<file path="src/rtl/cpu_pkg.sv">
// Shared core constants: opcodes, funct3 codes, the ecall word, PC sequencer
// state encoding and the default reset PC.
package cpu_pkg;

  localparam logic [6:0]  OP_BRANCH = 7'b1100011;
  localparam logic [6:0]  OP_JAL    = 7'b1101111;
  localparam logic [6:0]  OP_JALR   = 7'b1100111;

  localparam logic [2:0]  F3_BEQ    = 3'b000;
  localparam logic [2:0]  F3_BNE    = 3'b001;

  localparam logic [31:0] INS_ECALL = 32'h0000_0073;

  localparam logic [31:0] RESET_PC_DEFAULT = 32'h0000_0000;

  typedef enum logic [1:0] {
    PC_BOOT = 2'b00,
    PC_RUN  = 2'b01,
    PC_HALT = 2'b10
  } pc_state_t;

endpackage

</file>
<file path="src/rtl/pc_next_sel.sv">
// Combinational next-PC selection for one instruction, plus the
// misaligned-taken-target and ecall detect flags.
module pc_next_sel
  import cpu_pkg::*;
(
  input  logic [31:0] pc,
  input  logic [31:0] ins,
  input  logic [31:0] pcp4,
  input  logic [31:0] branch,
  input  logic [31:0] jtarget,
  input  logic [31:0] alu_z,
  input  logic        zero,
  output logic [31:0] npc,
  output logic        misaligned,
  output logic        is_ecall
);

  logic [6:0]  opcode;
  logic [2:0]  funct3;
  logic [31:0] br_target;
  logic [31:0] jal_target;
  logic        taken;

  assign opcode     = ins[6:0];
  assign funct3     = ins[14:12];
  // Immediates arrive in halfword units; adds wrap silently mod 2^32.
  assign br_target  = pc + (branch << 1);
  assign jal_target = pc + (jtarget << 1);
  assign is_ecall   = (ins == INS_ECALL);

  always_comb begin
    npc   = pcp4;
    taken = 1'b0;
    case (opcode)
      OP_BRANCH: begin
        if ((funct3 == F3_BEQ && zero) || (funct3 == F3_BNE && !zero)) begin
          npc   = br_target;
          taken = 1'b1;
        end
      end
      OP_JAL: begin
        npc   = jal_target;
        taken = 1'b1;
      end
      OP_JALR: begin
        npc   = alu_z & ~32'h1;
        taken = 1'b1;
      end
      default: begin
        npc   = pcp4;
        taken = 1'b0;
      end
    endcase
  end

  assign misaligned = taken && (npc[1:0] != 2'b00);

endmodule

</file>
<file path="src/rtl/pc_sequencer.sv">
// PC register and BOOT/RUN/HALT control for the single-cycle core.
// Optional retired-instruction counter is built when PC_RETIRE_COUNT_EN is defined.
module pc_sequencer
  import cpu_pkg::*;
#(
  parameter logic [31:0] RESET_PC = RESET_PC_DEFAULT
) (
  input  logic        clk,
  input  logic        rst,
  input  logic        stall,
  input  logic [31:0] ins,
  input  logic [31:0] pcp4,
  input  logic [31:0] branch,
  input  logic [31:0] jtarget,
  input  logic [31:0] alu_z,
  input  logic        zero,
  output logic [31:0] pc,
  output logic        valid,
  output logic        halted,
  output logic        fault,
  output logic [31:0] retired,
  output pc_state_t   dbg_state
);

  pc_state_t   state_q;
  logic [31:0] pc_q;
  logic        halted_q;
  logic        fault_q;
  logic [31:0] npc;
  logic        misaligned;
  logic        is_ecall;
  logic        advance;

  pc_next_sel u_sel (
    .pc         (pc_q),
    .ins        (ins),
    .pcp4       (pcp4),
    .branch     (branch),
    .jtarget    (jtarget),
    .alu_z      (alu_z),
    .zero       (zero),
    .npc        (npc),
    .misaligned (misaligned),
    .is_ecall   (is_ecall)
  );

  // An instruction completes in any unstalled RUN cycle.
  assign advance = (state_q == PC_RUN) && !stall;

  always_ff @(posedge clk) begin
    if (rst) begin
      state_q  <= PC_BOOT;
      pc_q     <= RESET_PC;
      halted_q <= 1'b0;
      fault_q  <= 1'b0;
    end else begin
      case (state_q)
        PC_BOOT: state_q <= PC_RUN;
        PC_RUN: begin
          if (!stall) begin
            if (is_ecall) begin
              state_q  <= PC_HALT;
              halted_q <= 1'b1;
            end else if (misaligned) begin
              state_q  <= PC_HALT;
              halted_q <= 1'b1;
              fault_q  <= 1'b1;
            end else begin
              pc_q <= npc;
            end
          end
        end
        PC_HALT: state_q <= PC_HALT;
        default: state_q <= PC_HALT;
      endcase
    end
  end

`ifdef PC_RETIRE_COUNT_EN
  logic [31:0] retired_q;

  always_ff @(posedge clk) begin
    if (rst) begin
      retired_q <= 32'h0;
    end else if (advance && !misaligned) begin
      retired_q <= retired_q + 32'h1;
    end
  end

  assign retired = retired_q;
`else
  assign retired = 32'h0;
`endif

  // valid: the PC is live and downstream writes may commit; high only in RUN.
  assign valid     = (state_q == PC_RUN);
  assign pc        = pc_q;
  assign halted    = halted_q;
  assign fault     = fault_q;
  assign dbg_state = state_q;

endmodule

</file>
<file path="config.mk">
export PLATFORM = sky130hd
export DESIGN_NAME = pc_sequencer
export DESIGN_NICKNAME = d
export VERILOG_FILES = /design/src/rtl/cpu_pkg.sv /design/src/rtl/pc_next_sel.sv /design/src/rtl/pc_sequencer.sv
export SDC_FILE = /design/constraint.sdc
export NUM_CORES = 1
export LEC_CHECK = 0
export ABC_AREA = 1
export CORE_ASPECT_RATIO = 0.7
export CORE_MARGIN = 5
export CORE_UTILIZATION = 32
export CTS_BUF_LIST = sky130_fd_sc_hd__clkbuf_4 sky130_fd_sc_hd__clkbuf_8 sky130_fd_sc_hd__clkbuf_16
export DETAILED_ROUTE_END_ITERATION = 10
export SLEW_MARGIN = 0
export SYNTH_ARGS = -nofsm -noshare
export SYNTH_HDL_FRONTEND = slang
export SYNTH_HIERARCHICAL = 1
export SYNTH_SLANG_ARGS = --single-unit
</file>
<file path="constraint.sdc">
create_clock -name clk -period 4.1 [get_ports clk]
set_clock_uncertainty 0.2 [all_clocks]
set_input_delay 1.025 -clock clk [delete_from_list [all_inputs] [get_ports clk]]
set_output_delay 1.025 -clock clk [all_outputs]
set_load 0.01 [all_outputs]
</file>
==> results.md <==
- Global-route wire length before repair: 46.0 mm
- Setup bufs post-CTS: 0
- Setup TNS: 0 ns
- Mean post-synth cell area: 5.26 um^2
- Fmax: 262 MHz
- GR peak layer: met2
- CTS H-Tree Depth: 2
- Largest net degree at the start of global routing: 35
- Hold Crit Class: reg2reg
- Pre-CTS WS: 0.115 ns
- Seq cells post-synth: 36
- Count of different cell masters after synthesis: 49
- Most used cell, CP: nand2_1
- Worst path bufs/invs: 3
- TritonCTS clock tree: built
- Count leader, synth: nand2_1
- VDD IR max: ~0.00015 V
- Worst path top cell family by delay: simple AND/OR/NAND/NOR gates
- Crit-path max FO: 4
- Final number of setup-violating endpoints: 0
- Min Tclk post-route: between 3 and 4 ns
- ANT nets after route: 0
- WS Path Type: in2reg
- Core Footprint: around 23000 um^2
- Worst path max stage delay: ~0.41 ns
- Status: completed
- Row cnt: 46
- Die Span Y: 137 um
- Synth warn: 6
- Worst path cell trace: clkdlybuf4s50_1, ha_1, fa_1, nand2_1, nand2_1, nand3_1, nand2_1, nand2_1, nand2_1, nand2_1, nand2_1, nand2_1, nand3_1, nand3_1, nand2_1, inv_1, inv_1, nand4_1, nand2_1, nor2_1
- Clock root buffer: clkbuf_16
- Total track usage: 22.6%
- Global Route met3 Usage: 4.03%
- Number of synthesized flops with an enable pin: 0
- Die width: 191 um
- Area leader, netlist: nand2_1
- Synth-to-Final Area Change: 31.9%
- Overflow left after global routing: 0
- Port Buf Inserts: 197
- Global placer's final weighted congestion: 0.926
- Critical path's slowest cell: clkdlybuf4s50_1
- Worst setup EP type: flip-flop
- Unrepaired setup endpoints after global routing: false
- TritonCTS Buffers: 5
- Starting density of the core: about a third
- Seq/Total Area, Yosys: about a tenth
- 1st-iter DRT viols: 793
- Final setup margin: between 0.2 and 0.3 ns
- Number of remaining DRC errors: 0
- Required @ worst endpoint: approximately 4.1 ns
- Final #Nets: 1810
- Max-Cap Viols: 0
- WL per Instance: 15.9 um
- Die area: ~26000 um^2
- Tcrit/Tclk final: 93.2%
- Worst setup SP type: input pin
- Pwr/cell area: 191 nW/um^2
- Antenna violations before repair: 0
- Register clock-pin slew on the reported worst setup and hold paths: approximately 0.06 ns
- Lkg Pwr: 5.16 nW
- Worst Tran Pin Value: ~0.93 ns
- Clk_lat worst skew: 0.30 ns
- Detail Placement HPWL: approximately 26 mm
- Cts hold-fix bufs: 0
- Synth top cells by count: nand2_1 (508), inv_1 (242), nor2_1 (159)
- Share of post-route cells with drive strength above 1: 4.23%
- Via count: about 9000
- Routed wire length: between 30 and 40 mm
- M1 GR Usage: 32.4%
- ANT cells: 0
- Final hold vios: 0
- Top_reg_cell synth: dfxtp_1
- Top-area cell type share of the netlist area: 26.0%
- Sink Count: 36
- Met2 global-route usage: 35.6%
- Drt pass-1 iters: 6
- Vias in the first global route: between 8000 and 9000
- Post-Synthesis Cells: around 1400
- Post-CTS sizing: 0
- CP Data Arrival Time: 3.85 ns
- Maximum clock path buffer count: 2
- Area contributors post-synth: nand2_1 (26%), inv_1 (12%), ha_1 (10%)
- # IOs: 233
- Via density: 4.75
- Final-report max-slew violation count: 0
- Cell area after synthesis: 7330 um^2
- Slew headroom: between 30% and 40%
- Post-synthesis async set-or-reset flop share: 0%
==> routing by layer <==
| metal | share of wire, % | routed length, um | vias up |
|---|---|---|---|
| met5 | 0 | 0 | - |
| met4 | 1.4 | 423 | 0 |
| met3 | 9.3 | 2810 | 26 |
| met2 | 43 | 12800 | 340 |
| met1 | 47 | 14000 | 3964 |
| li1 | - | - | 4683 |
==> flip-flops by register name, summed over array words and instances, names as in the netlist <==
register,flops
halted,1
dbg_state,2
pc,32
fault,1
==> worst paths after layout <==
check	from	to	slack (ns)	depth (start not counted)
worst max-delay path	jtarget[0]	pc[27]	0.28	20
worst min-delay path	fault	fault	0.26	2
worst max register to register	pc[1]	pc[27]	1.06	19
worst min register to register	fault	fault	0.26	2
==> layout by cell type (no fill, tap or decap), drive strengths merged, types with 2 or more instances in the layout <==
cell / count
fa: 2
nand2: 510
nand3: 101
clkdlybuf4s50: 197
nor2: 166
xnor2: 2
or2: 19
nand3b: 9
and2: 2
o2111ai: 3
nor3: 16
o21bai: 8
dfxtp: 36
or4: 3
buf: 14
inv: 247
o21ai: 9
nor4: 3
clkbuf: 5
a21oi: 59
nand4: 56
conb: 32
a21o: 3
ha: 60
xor2: 9
==> worst register-to-register path: cells and delay by family (launching register included) <==
family                   cells  cell delay, ns
buffers and inverters        2            0.08
AND/OR/NAND/NOR             15            1.73
flip-flops                   1            0.35
adder cells (fa/ha/maj)      2            0.62
==> metrics by stage <==
stage	hold slack, ns	util, %	cell area, um^2	std cells	power, mW
detailed placement	0.256	42.0	9490	1889	1.37
finish	0.264	42.7	9660	1897	1.84
CTS	0.267	42.7	9660	1897	1.85
global placement	0.242	42.0	9490	1889	1.36
floorplan	0.268	-	7440	1425	1.00
global route	0.292	42.7	9660	1897	1.98
==> report_power, final <==
group          internal [mW]  switching [mW]  total [mW]
registers              0.374          0.0441       0.418
clock network          0.287           0.182       0.469
logic                  0.416           0.540       0.956
==> cell families (layout without fill, tap and decap cells) <==
family / after synthesis / after routing / synth area share (%)
fa+ha+maj: 62 / 62 / 10.8
buf+inv: 306 / 466 / 18.3
xor+xnor: 11 / 11 / 1.32
simple gates: 890 / 890 / 52.5
compound gates: 88 / 88 / 7.17
flops: 36 / 36 / 9.84
other cells: 1 / 32 / 0.0512
==> layout make-up <==
class | count | area [um^2]
Sequential cell | 36 | 721
Clock inverter | 3 | 42.5
Tap cell | 312 | 390
Fill cell | 2501 | 13000
Timing Repair Buffer | 211 | 2080
Clock buffer | 5 | 125
Inverter | 247 | 927
Multi-Input combinational cell | 1083 | 5380
No activity file was read; power rests on OpenSTA's default activity.
